<file path="src/rtl/pmem_fetch.sv">
// -----------------------------------------------------------------------------
// pmem_fetch
//   Program memory with an integrated fetch unit (PC register, increment,
//   branch select). A host loads program words through the ld_* side port
//   while the unit is IDLE or HALT. In RUN the unit streams one registered
//   instruction per cycle to the decode stage, honouring decoder stall,
//   branch redirect and a halt-on-word terminator.
//
//   Optional feature macro: PMEM_PARITY_EN
//     defined   : each array word carries an even-parity bit written at load
//                 and checked at fetch; a mismatch suppresses instr_vld, sets
//                 the sticky par_err flag and moves the FSM to HALT.
//     undefined : plain IW-bit array, par_err tied to 0.
//
// Ports
//   clk        in   1   clock, all state on rising edge
//   rst_n      in   1   asynchronous active-low reset
//   ld_en      in   1   load strobe, writes ld_instr to ld_addr
//   ld_addr    in   AW  load address
//   ld_instr   in   IW  load data
//   ld_err     out  1   1-cycle pulse: ld_en sampled while in RUN
//   run        in   1   start fetching from RESET_PC
//   stall      in   1   decoder back-pressure, hold current output
//   br_taken   in   1   redirect fetch to br_target
//   br_target  in   AW  branch destination
//   instr      out  IW  fetched instruction, registered
//   instr_pc   out  AW  address of instr
//   instr_vld  out  1   instr/instr_pc valid this cycle
//   pc         out  AW  address being fetched next
//   busy       out  1   FSM in RUN
//   halted     out  1   FSM in HALT
//   par_err    out  1   sticky parity error (0 unless PMEM_PARITY_EN)
// -----------------------------------------------------------------------------
module pmem_fetch #(
  parameter int              IW        = 12,
  parameter int              AW        = 8,
  parameter logic [AW-1:0]   RESET_PC  = '0,
  parameter logic [IW-1:0]   HALT_WORD = '1
) (
  input  logic          clk,
  input  logic          rst_n,
  input  logic          ld_en,
  input  logic [AW-1:0] ld_addr,
  input  logic [IW-1:0] ld_instr,
  output logic          ld_err,
  input  logic          run,
  input  logic          stall,
  input  logic          br_taken,
  input  logic [AW-1:0] br_target,
  output logic [IW-1:0] instr,
  output logic [AW-1:0] instr_pc,
  output logic          instr_vld,
  output logic [AW-1:0] pc,
  output logic          busy,
  output logic          halted,
  output logic          par_err
);

  localparam int DEPTH = 1 << AW;
`ifdef PMEM_PARITY_EN
  localparam int MW = IW + 1;
`else
  localparam int MW = IW;
`endif

  typedef enum logic [1:0] {
    S_IDLE = 2'd0,
    S_RUN  = 2'd1,
    S_HALT = 2'd2
  } state_t;

  state_t        state, state_next;
  logic [AW-1:0] pc_next;
  logic [IW-1:0] instr_next;
  logic [AW-1:0] instr_pc_next;
  logic          vld_next;

  logic [MW-1:0] mem [DEPTH];
  logic [MW-1:0] wr_word;
  logic [MW-1:0] rd_word;
  logic [IW-1:0] rd_data;
  logic          rd_bad;
  logic          ld_write;

  // Loading is only allowed while not fetching, so a write and a fetch never
  // touch the array in the same cycle.
  assign ld_write = ld_en && (state != S_RUN);

  // Word at the current pc; the halt compare needs it before the edge that
  // registers it, so the array is read combinationally and captured in instr.
  assign rd_word = mem[pc];
  assign rd_data = rd_word[IW-1:0];

`ifdef PMEM_PARITY_EN
  // Stored bit makes the total number of ones even.
  assign wr_word = {^ld_instr, ld_instr};
  assign rd_bad  = ^rd_word;
`else
  assign wr_word = ld_instr;
  assign rd_bad  = 1'b0;
`endif

  // NOTE: the program array has no reset; its contents must survive rst_n and
  // a reset term would also prevent mapping it onto RAM.
  always_ff @(posedge clk) begin
    if (ld_write) begin
      mem[ld_addr] <= wr_word;
    end
  end

  // Next-state and datapath decisions.
  // NOTE: every variable gets its hold value first so no path leaves it
  // unassigned; otherwise this block would infer latches.
  always_comb begin
    state_next    = state;
    pc_next       = pc;
    instr_next    = instr;
    instr_pc_next = instr_pc;
    vld_next      = instr_vld;

    case (state)
      S_IDLE, S_HALT: begin
        vld_next = 1'b0;
        if (run) begin
          state_next = S_RUN;
          pc_next    = RESET_PC;
        end
      end

      S_RUN: begin
        if (br_taken) begin
          // The word fetched this cycle belongs to the wrong path: drop it.
          pc_next  = br_target;
          vld_next = 1'b0;
        end else if (stall) begin
          // Hold everything for the decoder.
        end else if (rd_bad) begin
          vld_next   = 1'b0;
          state_next = S_HALT;
        end else begin
          instr_next    = rd_data;
          instr_pc_next = pc;
          vld_next      = 1'b1;
          pc_next       = pc + AW'(1);
          if (rd_data == HALT_WORD) begin
            state_next = S_HALT;
          end
        end
      end

      default: begin
        state_next = S_IDLE;
        vld_next   = 1'b0;
      end
    endcase
  end

  // NOTE: sequential state is updated with non-blocking assignments so every
  // register samples the pre-edge values regardless of statement order.
  always_ff @(posedge clk or negedge rst_n) begin
    if (!rst_n) begin
      state     <= S_IDLE;
      pc        <= RESET_PC;
      instr     <= '0;
      instr_pc  <= '0;
      instr_vld <= 1'b0;
      ld_err    <= 1'b0;
    end else begin
      state     <= state_next;
      pc        <= pc_next;
      instr     <= instr_next;
      instr_pc  <= instr_pc_next;
      instr_vld <= vld_next;
      ld_err    <= ld_en && (state == S_RUN);
    end
  end

`ifdef PMEM_PARITY_EN
  logic par_flag;

  always_ff @(posedge clk or negedge rst_n) begin
    if (!rst_n) begin
      par_flag <= 1'b0;
    end else if ((state == S_RUN) && !br_taken && !stall && rd_bad) begin
      par_flag <= 1'b1;
    end
  end

  assign par_err = par_flag;
`else
  assign par_err = 1'b0;
`endif

  assign busy   = (state == S_RUN);
  assign halted = (state == S_HALT);

endmodule

</file>
<file path="config.mk">
export PLATFORM = sky130hd
export DESIGN_NAME = pmem_fetch
export DESIGN_NICKNAME = d
export VERILOG_FILES = /design/src/rtl/pmem_fetch.sv
export SDC_FILE = /design/constraint.sdc
export NUM_CORES = 2
export LEC_CHECK = 0
export BUFFER_PORTS_ARGS = -buffer_cell sky130_fd_sc_hd__buf_4
export CORE_UTILIZATION = 35
export CTS_CLUSTER_SIZE = 30
export DETAILED_ROUTE_END_ITERATION = 10
export PLACE_DENSITY = 0.56
export SYNTH_ARGS = -nofsm -noshare
export SYNTH_HDL_FRONTEND = slang
export SYNTH_SLANG_ARGS = --single-unit
</file>
<file path="constraint.sdc">
create_clock -name clk -period 4.7 [get_ports clk]
set_clock_uncertainty 0.1 [all_clocks]
set_input_delay 0.94 -clock clk [delete_from_list [all_inputs] [get_ports clk]]
set_output_delay 0.94 -clock clk [all_outputs]
set_load 0.005 [all_outputs]
</file>
==> impl_metrics.py <==
metrics = {
    "run_status": {
        "status": "complete, but fails checks",
        "violations": "capacitance limit, setup timing",
    },
    "worst_setup_path": {
        "timing.rr.end": "instr[2]",
        "r2r-start": "pc[1]",
        "crit_start": "pc[1]",
        "crit_fanout": 16,
        "reg2reg_depth": 13,
        "cp-end-kind": "flop",
        "crit_arrival_ps": 5370,
        "setup.worst_path.start_class": "flop",
        "r2r_slack_ps": -2,
        "crit_type": "flop to flop",
        "required_ps": 5360,
    },
    "global_routing": {
        "grt_pass1_wl_mm": 500,
        "grt_max_degree": 129,
        "antenna_found_initial": 26,
        "grt_overflow": 0,
        "track_usage_pct": 20.5,
        "first_global_vias": 61900,
    },
    "synthesis": {
        "syn-num-nets": 5745,
        "synth-xor-area-share_pct": 0,
        "netlist_instances": 5710,
        "synthMuxAreaShare_pct": 15.7,
        "yosysWarnings": 0,
        "yosys.area_share.simple_pct": 2.36,
        "synth.avg_cell_area_um2": 21.2,
        "async_flop_share_pct": 1.03,
        "syn-cell-area_um2": 121000,
        "synthFlopType": "edfxtp_1",
        "synth_edf_count": 3072,
        "synth.ff_latch_count": 3104,
        "synth_top_family_by_area": "multiplexers",
        "synth_adder_area_share_pct": 0.0104,
        "synth_cell_type_count": 75,
        "synth_compound_area_share_pct": 3.03,
        "ys_seq_area_share_pct": 77.0,
    },
    "placement": {
        "dp.cells": 10600,
        "dp_hpwl_mm": 229,
        "gp_congestion": 0.909,
        "port-buffer-count": 65,
        "pre_cts_ws_ps": 94.0,
    },
    "power": {
        "p_leak_nw": 44.8,
        "power_density_nw_per_um2": 503,
        "ir_drop_uv": 322,
    },
    "detailed_routing": {
        "vias_per_cell": 5.62,
        "wl_mm": 362,
        "drt_iter0_drc": 8384,
        "dr.pass1.iters": 6,
        "drc_errors": 0,
        "drtAntennaViolNets": 0,
        "via_count": 62700,
        "wl_per_cell_um": 32.4,
    },
    "cts": {
        "cts.sinks": 3104,
        "cts_setup_buffers": 0,
        "insertion_delay_ps": 910,
        "max-clock-path-buffers": 4,
        "clkTransAtPathRegs_ps": 60,
        "cts_resized": 0,
        "cts_root_buffer": "clkbuf_16",
        "htreeDepth": 5,
        "numCtsBuffers": 322,
        "cts_tree": "yes",
    },
    "timing": {
        "hold_viol": 0,
        "slew_headroom_pct": 1.29,
        "rsz0062_at_grt": "no",
        "slew_violations": 0,
        "setup_viol": 1,
        "fmax_mhz": 213,
        "period_share_pct": 100,
        "layout_setup_ws_ps": -2.34,
        "worst_slew_pin_slew_ps": 1470,
        "period_needed_ps": 4700,
    },
    "floorplanning": {
        "die-area_um2": 347000,
        "io_pins": 67,
        "start_util_pct": 35.2,
        "core_um2": 343000,
        "die_h_um": 589,
        "die_w_um": 589,
        "core.rowCount": 215,
    },
    "hold_path": {
        "hold_depth": 2,
        "hold_path_class": "primary input to flop",
        "whs_endpoint": "instr_vld",
        "worstHoldStart": "stall",
    },
    "final_layout": {
        "final_cell_count_no_fill": 11200,
        "n_fill_cell": 30200,
        "multi_input_area_um2": 25600,
        "seq_area_um2": 93100,
        "areaGrowthSynthToFinish_pct": 16.3,
        "drive_above_1_share_pct": 27.5,
        "final_nets": 6388,
    },
    "flow_run": {
        "maxCapViolCount": 1,
    },
}
logic make-up after synthesis:
kind of cell / after synthesis
buf+inv: 361
flops: 3104
other cells: 1
fa+ha+maj: 1
mux: 1069
compound gates: 525
simple gates: 649
cells in the final DEF (no fill, tap or decap), types with 68 or more instances in the layout:
cell / netlist / final
clkbuf_16: 0 / 325
a22oi_1: 99 / 99
clkbuf_1: 110 / 68
buf_4: 82 / 597
a21oi_1: 92 / 92
mux2i_1: 386 / 386
nand2_1: 142 / 142
o21ai_0: 85 / 85
mux4_2: 636 / 636
edfxtp_1: 3072 / 3072
nor2_1: 320 / 315
worst max-delay path, cell delays in order, from the launching register on:
cell	delay [ps]
dfrtp_4	760
buf_12	260
buf_4	270
buf_4	210
mux4_2	320
a22oi_1	310
a21oi_1	120
nor2_1	420
nor2_1	110
a2111oi_1	900
buf_4	240
nor4_1	70
buf_4	190
mux2_2	250
metal layers:
metal | share of wire (%) | up-vias | track usage [%]
li1 | - | 25100 | -
met1 | 40 | 33900 | 28.0
met2 | 47 | 3020 | 32.7
met3 | 8.2 | 694 | 3.62
met4 | 4.6 | 8 | 8.20
met5 | 0.015 | - | 0
cell type report:
| cell class | count | area share [%] |
|---|---|---|
| flip-flops and latches | 3104 | 66.2 |
| well taps | 4557 | 4.06 |
| inverters | 9 | 0.0312 |
| multi-input cells | 2245 | 18.2 |
| diodes | 14 | 0.0249 |
| clock buffers | 399 | 6.03 |
| repair buffers | 671 | 4.19 |
| clock inverters | 167 | 1.20 |
cells in the mapped netlist, types with 4 or more instances:
| cell type | number | area share (%) |
|---|---|---|
| nand2b_1 | 14 | 0.073 |
| mux2i_1 | 386 | 3.2 |
| clkbuf_1 | 110 | 0.34 |
| nand2_1 | 142 | 0.44 |
| and2_1 | 9 | 0.047 |
| a211oi_1 | 23 | 0.14 |
| nand4_1 | 14 | 0.073 |
| o221ai_1 | 10 | 0.073 |
| a32oi_1 | 15 | 0.11 |
| inv_1 | 7 | 0.022 |
| nor4_1 | 10 | 0.052 |
| a22o_1 | 15 | 0.11 |
| nor3_1 | 16 | 0.066 |
| mux4_1 | 17 | 0.37 |
| a2bb2oi_1 | 5 | 0.036 |
| and3_1 | 9 | 0.047 |
| a221oi_1 | 52 | 0.38 |
| a22oi_1 | 99 | 0.62 |
| a31oi_1 | 15 | 0.078 |
| a2111oi_0 | 10 | 0.073 |
| o32ai_1 | 9 | 0.065 |
| buf_4 | 82 | 0.51 |
| nor2b_1 | 35 | 0.18 |
| buf_6 | 52 | 0.48 |
| a2111o_1 | 4 | 0.037 |
| mux4_2 | 636 | 12 |
| nor2_1 | 320 | 0.99 |
| buf_1 | 13 | 0.040 |
| o22ai_1 | 34 | 0.18 |
| o22a_1 | 8 | 0.058 |
| mux2_2 | 30 | 0.28 |
| a21oi_1 | 92 | 0.38 |
| buf_2 | 90 | 0.37 |
| o211ai_1 | 16 | 0.099 |
| o21ai_0 | 85 | 0.35 |
| a221o_1 | 7 | 0.058 |
| dfrtp_1 | 32 | 0.66 |
| edfxtp_1 | 3072 | 76 |
| nand3_1 | 60 | 0.25 |
repair_timing:
item / CTS / global route
setup endpoints to repair: 0 / 0
endpoints found under the hold margin: 32 / 0
hold buffers: 1 / 0
state kept, by name (all words and copies together) (netlist names):
name       count
pc             8
instr_vld      1
state          2
instr         12
ld_err         1
instr_pc       8
mem         3072
metrics by stage:
| step | power [mW] | setup TNS (ps) | instance area, um2 | hold slack (ps) | util, % |
|---|---|---|---|---|---|
| after global routing | 72.5 | 0 | 140000 | 148 | 40.9 |
| after floorplan | 39.8 | 0 | 121000 | 388 | - |
| after detailed placement | 46.4 | 0 | 130000 | 399 | 38.0 |
| final | 70.7 | -2.34 | 140000 | 161 | 40.9 |
| after global placement | 46.3 | -748 | 130000 | 395 | 38.0 |
| after CTS | 71.0 | 0 | 140000 | 115 | 40.9 |
worst max-delay path by stage:
stage / endpoint / slack, ps / cells past startpoint
floorplan: mem[103][0] / 1640 / 6
global placement: state[1] / -260 / 13
detailed placement: instr[2] / 90 / 13
CTS: instr[2] / 90 / 13
global route: state[1] / 0.8 / 12
finish: instr[2] / -2 / 13
where the power goes:
group	total [mW]	internal (mW)	switching, mW
combinational	15.0	5.91	9.04
clock	24.9	14.1	10.7
sequential	30.9	30.5	0.360
total	70.7	50.6	20.1
No activity file was read; power rests on OpenSTA's default activity.
